<file path="src/rtl/io_bus_hub_if.sv">
`default_nettype none
// ============================================================================
// Module      : io_bus_hub_if
// Description : CPU-side port bus of the I/O hub. This covers the access strobe,
//               the address and write data, and the read data, ack and irq.
// Revision    : 1.0 - initial release
// ============================================================================
interface io_bus_hub_if #(
  parameter int DATA_W = 16,
  parameter int DEV_W  = 3,
  parameter int REG_W  = 2
);
  logic                     req;
  logic                     we;
  logic [DEV_W+REG_W-1:0]   dirport;
  logic [DATA_W-1:0]        outport;
  logic [DATA_W-1:0]        inport;
  logic                     ack;
  logic                     irq;

  modport master (
    output req, we, dirport, outport,
    input  inport, ack, irq
  );

  modport slave (
    input  req, we, dirport, outport,
    output inport, ack, irq
  );
endinterface
`default_nettype wire

</file>
<file path="src/rtl/io_bus_hub.sv">
`default_nettype none
// ============================================================================
// Module      : io_bus_hub
// Description : Registers each CPU port access and drives a one-hot chip select
//               to N_DEV peripherals. It waits for the selected device's ready,
//               with a timeout. It also hosts PENDING/MASK/STATUS/ID registers
//               and an edge-triggered, maskable interrupt aggregator in the top
//               device slot.
// Revision    : 1.0 - initial release
// ============================================================================
module io_bus_hub #(
  parameter int DATA_W = 16,
  parameter int DEV_W  = 3,
  parameter int REG_W  = 2,
  parameter int N_DEV  = 7,
  parameter int TO_CYC = 15
) (
  input  wire logic                    clk_i,
  input  wire logic                    reset_ni,
  io_bus_hub_if.slave                  bus,
  output logic [N_DEV-1:0]             dev_cs_o,
  output logic                         dev_we_o,
  output logic [REG_W-1:0]             dev_reg_sel_o,
  output logic [DATA_W-1:0]            dev_wdata_o,
  input  wire logic [N_DEV*DATA_W-1:0] dev_rdata_i,
  input  wire logic [N_DEV-1:0]        dev_ready_i,
  input  wire logic [N_DEV-1:0]        dev_irq_i
);

  localparam logic [DEV_W-1:0] NDEV_SEL = DEV_W'(N_DEV);
  localparam logic [DEV_W-1:0] HUB_SLOT = '1;
  localparam logic [N_DEV-1:0] CS_ONE   = N_DEV'(1);
  localparam logic [7:0]       TO_LAST  = 8'(TO_CYC - 1);
  localparam logic [REG_W-1:0] REG_PEND = REG_W'(0);
  localparam logic [REG_W-1:0] REG_MASK = REG_W'(1);
  localparam logic [REG_W-1:0] REG_STAT = REG_W'(2);
  localparam logic [REG_W-1:0] REG_ID   = REG_W'(3);
  localparam logic [15:0]      ID_VAL   = {8'(N_DEV), 8'(DATA_W)};

  typedef enum logic [1:0] {
    S_IDLE   = 2'd0,
    S_ACCESS = 2'd1,
    S_DONE   = 2'd2
  } state_e;

  state_e              state_q;
  logic                ack_q;
  logic [DATA_W-1:0]   inport_q;
  logic [N_DEV-1:0]    dev_cs_q;
  logic                we_q;
  logic [DEV_W-1:0]    dev_q;
  logic [REG_W-1:0]    reg_q;
  logic [DATA_W-1:0]   wdata_q;
  logic [7:0]          cnt_q;

  logic [N_DEV-1:0]    irq_s_q, irq_d1_q;
  logic [N_DEV-1:0]    pending_q, pending_d;
  logic [N_DEV-1:0]    mask_q, mask_d;
  logic                to_q, to_d;
  logic                unmap_q, unmap_d;
  logic [DEV_W-1:0]    sdev_q, sdev_d;
  logic                irq_q;

  logic [DEV_W-1:0]    sel_dev;
  logic [REG_W-1:0]    sel_reg;
  logic                accept, is_dev, is_hub, is_unmap, hub_wr;
  logic                dev_hit, dev_tmo;
  logic [N_DEV-1:0]    irq_rise;
  logic [DATA_W-1:0]   hub_rdata;
  logic [DATA_W-1:0]   dev_rdata_sel;

  assign sel_dev  = bus.dirport[DEV_W+REG_W-1 -: DEV_W];
  assign sel_reg  = bus.dirport[REG_W-1:0];
  assign accept   = (state_q == S_IDLE) && bus.req;
  assign is_dev   = sel_dev < NDEV_SEL;
  assign is_hub   = sel_dev == HUB_SLOT;
  assign is_unmap = !is_dev && !is_hub;
  assign hub_wr   = accept && is_hub && bus.we;

  // The chip select is one-hot and only set in ACCESS, so it doubles as the device index.
  assign dev_hit  = (state_q == S_ACCESS) && (|(dev_ready_i & dev_cs_q));
  assign dev_tmo  = (state_q == S_ACCESS) && !dev_hit && (cnt_q == TO_LAST);
  assign irq_rise = irq_s_q & ~irq_d1_q;

  // Read data of the selected device, muxed by the one-hot chip select.
  always_comb begin
    dev_rdata_sel = '0;
    for (int i = 0; i < N_DEV; i++) begin
      if (dev_cs_q[i]) begin
        dev_rdata_sel = dev_rdata_sel | dev_rdata_i[i*DATA_W +: DATA_W];
      end
    end
  end

  // Hub register read mux; values read are those before this cycle's update.
  always_comb begin
    hub_rdata = '0;
    case (sel_reg)
      REG_PEND: hub_rdata = DATA_W'(pending_q);
      REG_MASK: hub_rdata = DATA_W'(mask_q);
      REG_STAT: hub_rdata = DATA_W'({to_q, unmap_q, sdev_q});
      REG_ID:   hub_rdata = DATA_W'(ID_VAL);
      default:  hub_rdata = '0;
    endcase
  end

  // Next state of the hub registers; a new edge beats a same-cycle write-1-to-clear.
  always_comb begin
    pending_d = pending_q;
    mask_d    = mask_q;
    to_d      = to_q;
    unmap_d   = unmap_q;
    sdev_d    = sdev_q;
    if (hub_wr && (sel_reg == REG_PEND)) begin
      pending_d = pending_q & ~bus.outport[N_DEV-1:0];
    end
    pending_d = pending_d | irq_rise;
    if (hub_wr && (sel_reg == REG_MASK)) begin
      mask_d = bus.outport[N_DEV-1:0];
    end
    if (hub_wr && (sel_reg == REG_STAT)) begin
      to_d    = 1'b0;
      unmap_d = 1'b0;
      sdev_d  = '0;
    end
    if (accept && is_unmap) begin
      unmap_d = 1'b1;
    end
    if (dev_tmo) begin
      to_d   = 1'b1;
      sdev_d = dev_q;
    end
  end

  // Interrupt synchroniser, edge history, hub registers and the registered irq.
  always_ff @(posedge clk_i or negedge reset_ni) begin
    if (!reset_ni) begin
      irq_s_q   <= '0;
      irq_d1_q  <= '0;
      pending_q <= '0;
      mask_q    <= '0;
      to_q      <= 1'b0;
      unmap_q   <= 1'b0;
      sdev_q    <= '0;
      irq_q     <= 1'b0;
    end else begin
      irq_s_q   <= dev_irq_i;
      irq_d1_q  <= irq_s_q;
      pending_q <= pending_d;
      mask_q    <= mask_d;
      to_q      <= to_d;
      unmap_q   <= unmap_d;
      sdev_q    <= sdev_d;
      irq_q     <= |(pending_d & mask_d);
    end
  end

  // Access FSM: IDLE accepts, ACCESS waits on ready or timeout, DONE pulses ack.
  always_ff @(posedge clk_i or negedge reset_ni) begin
    if (!reset_ni) begin
      state_q  <= S_IDLE;
      ack_q    <= 1'b0;
      inport_q <= '0;
      dev_cs_q <= '0;
      we_q     <= 1'b0;
      dev_q    <= '0;
      reg_q    <= '0;
      wdata_q  <= '0;
      cnt_q    <= '0;
    end else begin
      case (state_q)
        S_IDLE: begin
          ack_q    <= 1'b0;
          inport_q <= '0;
          if (bus.req) begin
            we_q    <= bus.we;
            dev_q   <= sel_dev;
            reg_q   <= sel_reg;
            wdata_q <= bus.outport;
            if (is_dev) begin
              state_q  <= S_ACCESS;
              dev_cs_q <= CS_ONE << sel_dev;
              cnt_q    <= '0;
            end else begin
              state_q  <= S_DONE;
              ack_q    <= 1'b1;
              if (bus.we) begin
                inport_q <= '0;
              end else if (is_hub) begin
                inport_q <= hub_rdata;
              end else begin
                inport_q <= '1;
              end
            end
          end
        end
        S_ACCESS: begin
          if (dev_hit) begin
            state_q  <= S_DONE;
            ack_q    <= 1'b1;
            dev_cs_q <= '0;
            inport_q <= we_q ? '0 : dev_rdata_sel;
          end else if (dev_tmo) begin
            state_q  <= S_DONE;
            ack_q    <= 1'b1;
            dev_cs_q <= '0;
            inport_q <= '1;
          end else if (cnt_q != 8'hFF) begin
            cnt_q <= cnt_q + 8'd1;
          end
        end
        S_DONE: begin
          state_q  <= S_IDLE;
          ack_q    <= 1'b0;
          inport_q <= '0;
        end
        default: begin
          state_q  <= S_IDLE;
          ack_q    <= 1'b0;
          dev_cs_q <= '0;
        end
      endcase
    end
  end

  assign bus.ack       = ack_q;
  assign bus.inport    = inport_q;
  assign bus.irq       = irq_q;
  assign dev_cs_o      = dev_cs_q;
  assign dev_we_o      = we_q;
  assign dev_reg_sel_o = reg_q;
  assign dev_wdata_o   = wdata_q;

endmodule
`default_nettype wire
</file>
<file path="src/flat_wrapper.sv">
// flat-port wrapper written by rule: the top's interface ports become plain ports
module io_bus_hub_flat 
#(
  parameter int DATA_W = 16,
  parameter int DEV_W  = 3,
  parameter int REG_W  = 2,
  parameter int N_DEV  = 7,
  parameter int TO_CYC = 15
)
  (clk_i, reset_ni, dev_cs_o, dev_we_o, dev_reg_sel_o, dev_wdata_o, dev_rdata_i, dev_ready_i, dev_irq_i, bus_req, bus_we, bus_dirport, bus_outport, bus_inport, bus_ack, bus_irq);
  io_bus_hub_if #(.DATA_W(DATA_W), .DEV_W(DEV_W), .REG_W(REG_W)) bus_i ();
  input  wire logic clk_i;
  input  wire logic reset_ni;
  output logic [N_DEV-1:0] dev_cs_o;
  output logic dev_we_o;
  output logic [REG_W-1:0] dev_reg_sel_o;
  output logic [DATA_W-1:0] dev_wdata_o;
  input  wire logic [N_DEV*DATA_W-1:0] dev_rdata_i;
  input  wire logic [N_DEV-1:0] dev_ready_i;
  input  wire logic [N_DEV-1:0] dev_irq_i;
  input wire logic [$bits(bus_i.req)-1:0] bus_req;
  input wire logic [$bits(bus_i.we)-1:0] bus_we;
  input wire logic [$bits(bus_i.dirport)-1:0] bus_dirport;
  input wire logic [$bits(bus_i.outport)-1:0] bus_outport;
  output wire logic [$bits(bus_i.inport)-1:0] bus_inport;
  output wire logic [$bits(bus_i.ack)-1:0] bus_ack;
  output wire logic [$bits(bus_i.irq)-1:0] bus_irq;
  assign bus_i.req = bus_req;
  assign bus_i.we = bus_we;
  assign bus_i.dirport = bus_dirport;
  assign bus_i.outport = bus_outport;
  assign bus_inport = bus_i.inport;
  assign bus_ack = bus_i.ack;
  assign bus_irq = bus_i.irq;
  io_bus_hub #(.DATA_W(DATA_W), .DEV_W(DEV_W), .REG_W(REG_W), .N_DEV(N_DEV), .TO_CYC(TO_CYC)) u_core (.clk_i(clk_i), .reset_ni(reset_ni), .bus(bus_i), .dev_cs_o(dev_cs_o), .dev_we_o(dev_we_o), .dev_reg_sel_o(dev_reg_sel_o), .dev_wdata_o(dev_wdata_o), .dev_rdata_i(dev_rdata_i), .dev_ready_i(dev_ready_i), .dev_irq_i(dev_irq_i));
endmodule
</file>
<file path="config.mk">
export PLATFORM = sky130hd
export DESIGN_NAME = io_bus_hub_flat
export DESIGN_NICKNAME = d
export VERILOG_FILES = /design/src/rtl/io_bus_hub_if.sv /design/src/rtl/io_bus_hub.sv /design/src/flat_wrapper.sv
export SDC_FILE = /design/constraint.sdc
export NUM_CORES = 1
export LEC_CHECK = 0
export CORE_ASPECT_RATIO = 0.5
export CORE_MARGIN = 2
export CORE_UTILIZATION = 48
export CTS_BUF_LIST = sky130_fd_sc_hd__clkbuf_4
export DETAILED_ROUTE_END_ITERATION = 6
export PLACE_DENSITY_LB_ADDON = 0.12
export RECOVER_POWER = 100
export SLEW_MARGIN = 20
export SYNTH_ARGS = -nofsm -noshare
export SYNTH_HDL_FRONTEND = slang
export SYNTH_SLANG_ARGS = --single-unit
</file>
<file path="constraint.sdc">
create_clock -name clk_i -period 3.8 [get_ports clk_i]
set_clock_uncertainty 0.15 [all_clocks]
set_input_delay 0.57 -clock clk_i [delete_from_list [all_inputs] [get_ports clk_i]]
set_output_delay 0.57 -clock clk_i [all_outputs]
set_load 0.005 [all_outputs]
</file>
==> results.toml, run 1 <==
[flow_run]
cap_viol_max_count = 1

[yosys]
avgSynthCellArea_um2 = 10.6
yosysTopAreaCell = "dfrtp_1"
synth_cell_types = 47
ys_async_sr_fraction_pct = 100
ys_warn_count = 0
synth-edff-count = 0
yosysSeqAreaShare_pct = 49.2
syn_nets = 590
synth.most_common_cell = "dfrtp_1"
synthFlopType = "dfrtp_1"
synth_top_cell_area_share_pct = 49.2
synth_commonest_cells = "dfrtp_1, a22oi_1, mux2_2"
yosys-top-cells-area = "dfrtp_1, mux2_2, a22oi_1"
synth.ff_latch_count = 90
syn_area_mm2 = 0.00458
netlist_instances = 433

[sta]
finalHoldViolations = 0
setup_violations = 0
slew_headroom_pct = -46.0
worst_pin_slew_ns = 2.19
maxSlewViolCount = 91
tns_ns = 0
fmax_mhz = 329
rsz0062_at_grt = "no"
fin_crit_ns = 3.04
post-route-period-util_pct = 79.9
timing.final.ws_setup_ns = 0.763

[final_layout]
post-route-util_pct = 71.6
nets = 775
drive_gt1_share_pct = 8.67
n_antenna_cell = 0
areaGrowthSynthToFinish_pct = 46.2

[clock_tree]
clkSinkCount = 90
clk_pin_slew_worst_paths_ns = 0.14
ctsResizeCount = 0
cts_tree = "yes"
cts_max_level = 3
insertion_delay_ns = 0.46
cts_made_buffers = 9
clockRootBuffer = "clkbuf_4"
cts_hold_buffers = 0
clock_path_buffers = 2
cts_setup_buffers = 0

[status]
status = "finished, violations left"
violations = "capacitance limit, slew limit"

[critical_path]
crit_required_ns = 3.08
r2r_slack_ns = 0.96
critPathKind = "register to primary output"
max_stage_delay_ns = 0.78
endpoint_kind = "primary output"
slowest_stage = "clkbuf_1"
cp_data_arrival_time_ns = 2.32
cp_cell_sequence = "clkbuf_1 -> clkdlybuf4s50_1"
start_kind = "register"
path_delay_family = "buffers and inverters"
path_buf_inv = 2
worstPathMaxFanout = 18

[route]
wl_met2_um = 6830
drt_wl_total_um = 14600
wl_met1_um = 6260
via_count = 4387
drc = 0
dr.max_layer_used = "met4"
via_per_inst = 5.90
drtIter0Drc = 455
antenna_left = 0
met3_length_um = 1220
wire_per_inst_um = 19.6
first_pass_iters = 7

[floorplanning]
design.core.area_mm2 = 0.00935
pin_count = 195
fp.dieArea_mm2 = 0.0104
die_w_um = 142
fp.dieH_um = 73.1
start_util_pct = 48.9
rows = 25

[global_route]
grt_pass1_wl_um = 22000
overflow = 0
antenna_found_initial = 0
grt_pass1_vias = 4210
grt_usage_pct = 27.9
grt_start_max_net_pins = 91

[worst_hold_path]
holdCritPathClass = "register to register"

[power_and_ir_drop]
irDropWorstVdd_v = 0.000367
p_leak_nw = 2.68
powerDensity_mw_per_mm2 = 537

[place]
io_buffers = 194
dp_slack_ns = 0.817
place.gp.congestion = 0.870
place.detailed.hpwl_um = 10900
[path summary, 6_finish.rpt]
check                      cells past startpoint                      startpoint                                  to
max                                            2  u_core.dev_cs_o[0]$_DFFE_PN0P_                         dev_cs_o[0]
min                                            0     u_core.irq_s_q[2]$_DFF_PN0_        u_core.irq_d1_q[2]$_DFF_PN0_
max reg2reg                                    7     u_core.cnt_q[0]$_DFFE_PN0P_      u_core.dev_cs_o[1]$_DFFE_PN0P_
min reg2reg                                    0     u_core.irq_s_q[2]$_DFF_PN0_        u_core.irq_d1_q[2]$_DFF_PN0_
max in group asynchronous                      1                        reset_ni         u_core.dev_q[2]$_DFFE_PN0P_
min in group asynchronous                      1                        reset_ni  u_core.dev_wdata_o[13]$_DFFE_PN0P_
[flip-flops by register name, summed over array words and instances, names as in the netlist]
name                  count
u_core.irq_d1_q           7
u_core.bus.inport        16
u_core.dev_cs_o           7
u_core.irq_s_q            7
u_core.cnt_q              8
u_core.state_q            2
u_core.dev_reg_sel_o      2
u_core.dev_we_o           1
u_core.mask_q             7
u_core.to_q               1
u_core.pending_q          7
u_core.bus.irq            1
u_core.dev_q              3
u_core.sdev_q             3
u_core.bus.ack            1
u_core.unmap_q            1
u_core.dev_wdata_o       16
[cell type report]
class	count	area (um2)
inverters	11	41.3
clock inverters	6	48.8
well taps	121	151
fillers	740	2660
repair buffers	205	1980
flip-flops and latches	90	2250
clock buffers	10	75.1
multi-input cells	301	2140
[kinds of logic after synthesis]
group	after synthesis	synth area share, %
flops	90	49.2
fa+ha+maj	6	1.64
compound gates	149	23.6
mux	43	10.4
simple gates	103	11.4
buf+inv	42	3.80
[cell usage in the layout, fill, tap and decap left out, types with 3 or more instances in the layout]
master | Yosys | layout
clkdlybuf4s50_1 | 0 | 148
dfrtp_1 | 90 | 90
dlygate4sd3_1 | 0 | 45
a22oi_1 | 37 | 37
mux2_2 | 35 | 31
o21ai_0 | 30 | 31
nand2_1 | 28 | 28
a31oi_1 | 23 | 23
nor2_1 | 22 | 22
a222oi_1 | 17 | 17
inv_1 | 11 | 11
nand3_1 | 11 | 11
clkbuf_4 | 0 | 10
clkbuf_1 | 18 | 10
nor2b_1 | 8 | 8
nand2b_1 | 8 | 8
mux2i_1 | 8 | 8
a21oi_1 | 8 | 8
or4_1 | 6 | 6
ha_1 | 6 | 6
o31ai_1 | 5 | 5
o311ai_0 | 3 | 5
a221o_1 | 4 | 4
mux2_1 | 0 | 4
and3_1 | 3 | 4
a31o_2 | 4 | 4
nand4_1 | 3 | 3
nand4b_1 | 3 | 3
clkinv_4 | 0 | 3
[report_power, final]
part | total, mW | internal [mW] | switching (mW)
clock network | 0.491 | 0.149 | 0.342
logic | 1.72 | 0.859 | 0.862
registers | 1.38 | 1.21 | 0.167
[metrics by stage]
| stage | instance area (um2) | total power [mW] | hold WS, ns | cells |
|---|---|---|---|---|
| final | 6690 | 3.59 | 0.236 | 744 |
| after global routing | 6690 | 3.84 | 0.247 | 744 |
| after CTS | 6740 | 3.72 | 0.162 | 744 |
| after detailed placement | 6620 | 3.22 | 0.205 | 728 |
| after global placement | 6620 | 3.19 | 0.203 | 728 |
| after floorplan | 4580 | 2.34 | 0.124 | 433 |
[metal layers]
metal | GRT usage (%) | up-vias
met5 | 0 | -
met4 | 8.67 | 0
met3 | 7.87 | 20
met2 | 44.7 | 184
met1 | 37.3 | 2135
li1 | - | 2048
Note: power is estimated with default switching activity, not from simulation.
==> run 2, diff against run 1 <==
Settings changed: CORE_UTILIZATION 48 to 44.
Clock period 3.8 ns to 2.87 ns, I/O delays scaled along.
==> run 2 against run 1 <==
  * The run now ends clean
  * Utilization fell by 4.2 points
  * First-iteration DRC count rose by 0.44%
  * Non-clock buffer count rose by 16
  * Critical path depth grew 5
  * Clock power rose by 48%
  * Clock-buffer cell count grew 1
  * Power grew 36%
  * Largest power group unchanged
==> results.toml, run 2 (same netlist as run 1, synthesis figures left out) <==
[status]
status = "finished, final reports clean"

[critical_path]
cp_data_arrival_time_ns = 2.75
start_kind = "register"
critPathKind = "register to register"
slowest_stage = "a211oi_2"
cp_cell_sequence = "inv_1 -> ha_1 -> nand4b_1 -> o41ai_1 -> nor2_1 -> a211oi_2 -> mux2_1"
max_stage_delay_ns = 0.54
path_buf_inv = 1
crit_required_ns = 3.05
path_delay_family = "compound AO/OA/AOI/OAI gates"
endpoint_kind = "register"
worstPathMaxFanout = 7

[global_route]
use_met1_pct = 35.1
overflow = 0
grt_use_met2_pct = 41.4
grt_start_max_net_pins = 53
antenna_found_initial = 1
grt_pass1_wl_um = 22800
globalRoute.busiestLayer = "met2"
met3_usage_pct = 5.99
grt_pass1_vias = 4308
grt_usage_pct = 25.6

[floorplanning]
fp.dieH_um = 76.1
pin_count = 195
rows = 26
design.core.area_mm2 = 0.0101
die_w_um = 148
fp.dieArea_mm2 = 0.0113
start_util_pct = 45.1

[route]
wire_per_inst_um = 18.4
drc = 0
antenna_left = 0
via_per_inst = 5.60
drtIter0Drc = 457
drt_wl_total_um = 14300
via_count = 4365
first_pass_iters = 7

[sta]
worst_pin_slew_ns = 1.33
slew_headroom_pct = 11.4
setup_violations = 0
fmax_mhz = 390
tns_ns = 0
finalHoldViolations = 0
fin_crit_ns = 2.56
post-route-period-util_pct = 89.4
maxSlewViolCount = 0
rsz0062_at_grt = "no"

[power_and_ir_drop]
p_comb_share_pct = 48.8
p_leak_nw = 2.76
irDropWorstVdd_v = 0.000372
power.switching_mw = 1.81
powerDensity_mw_per_mm2 = 716
power_frac_seq_pct = 36.4
p_sw_share_pct = 36.9
p_int_mw = 3.09
p_clk_share_pct = 14.8

[clock_tree]
cts_max_level = 3
clock_path_buffers = 2
cts_tree = "yes"
clk_pin_slew_worst_paths_ns = 0.14
clkSinkCount = 90
cts_made_buffers = 9
clockRootBuffer = "clkbuf_4"
insertion_delay_ns = 0.44

[final_layout]
fin_cells = 780
final_cell_mix = "clkdlybuf4s50_1, dfrtp_1, dlygate4sd3_1"
multi_input_area_mm2 = 0.00214
layout_commonest_cell = "clkdlybuf4s50_1"
areaGrowthSynthToFinish_pct = 49.4
seq_area_mm2 = 0.00225
fill_cells = 829
post-route-util_pct = 67.4
nets = 791
drive_gt1_share_pct = 10.3

[place]
place.detailed.hpwl_um = 10800
io_buffers = 194
place_inst = 762
place.gp.congestion = 0.860

[flow_run]
cap_viol_max_count = 0

[worst_hold_path]
holdCritPathClass = "register to register"
## run 2: changes by cell type in the layout (fill, tap and decap cells not counted), moves of 2 or more
| cell | delta |
|---|---|
| clkbuf_2 | +6 |
| mux2_2 | -3 |
| clkdlybuf4s50_1 | +2 |
| buf_4 | +7 |
| mux2_1 | +3 |
| clkbuf_4 | +2 |
## run 2: cell type report
cell class                 instances  area share (%)
inverter                          11           0.604
tap                              140            2.56
clock inverter                     5           0.933
clock buffer                      11            1.21
antenna                            1          0.0366
multi-input combinational        301            31.2
sequential                        90            32.9
timing repair buffer             221            30.5
## run 2: timing repair
item / CTS / global route
gates resized for setup: 0 / 0
buffers inserted: 0 / 0
endpoints found under the hold margin: 38 / 0
hold buffers: 1 / 0
## run 2: worst paths after layout
kind	from	endpoint	slack (ns)	depth (start not counted)
max in group asynchronous	reset_ni	u_core.bus.inport[5]$_DFFE_PN0P_	0.76	3
worst max-delay path	u_core.cnt_q[0]$_DFFE_PN0P_	u_core.dev_cs_o[3]$_DFFE_PN0P_	0.31	7
worst min register to register	u_core.irq_s_q[2]$_DFF_PN0_	u_core.irq_d1_q[2]$_DFF_PN0_	0.24	0
worst max register to register	u_core.cnt_q[0]$_DFFE_PN0P_	u_core.dev_cs_o[3]$_DFFE_PN0P_	0.31	7
min in group asynchronous	reset_ni	u_core.dev_wdata_o[2]$_DFFE_PN0P_	0.48	2
worst min-delay path	u_core.irq_s_q[2]$_DFF_PN0_	u_core.irq_d1_q[2]$_DFF_PN0_	0.24	0
## run 2: power groups by stage
stage / Sequential [mW] / Combinational (mW) / Clock, mW
floorplan: 1.83 / 1.27 / 0
global placement: 1.81 / 2.54 / 0
detailed placement: 1.82 / 2.57 / 0
CTS: 1.80 / 2.59 / 0.740
global route: 1.83 / 2.61 / 0.804
finish: 1.78 / 2.39 / 0.725
## run 2: per-stage QoR
step / total power [mW] / hold slack, ns / instance area (um2) / setup WS [ns]
2_1_floorplan: 3.10 / -0.0151 / 4580 / 0.550
6_report: 4.90 / 0.237 / 6840 / 0.305
4_1_cts: 5.12 / 0.223 / 6920 / 0.394
3_5_place_dp: 4.40 / 0.210 / 6770 / 0.122
5_1_grt: 5.24 / 0.264 / 6840 / 0.114
3_3_place_gp: 4.35 / 0.204 / 6770 / 0.207
## run 2: routing by layer
layer	routed length, um	share of wire [%]
met1	6460	45
met2	6680	47
met3	1010	7.0
met4	195	1.4
met5	0	0
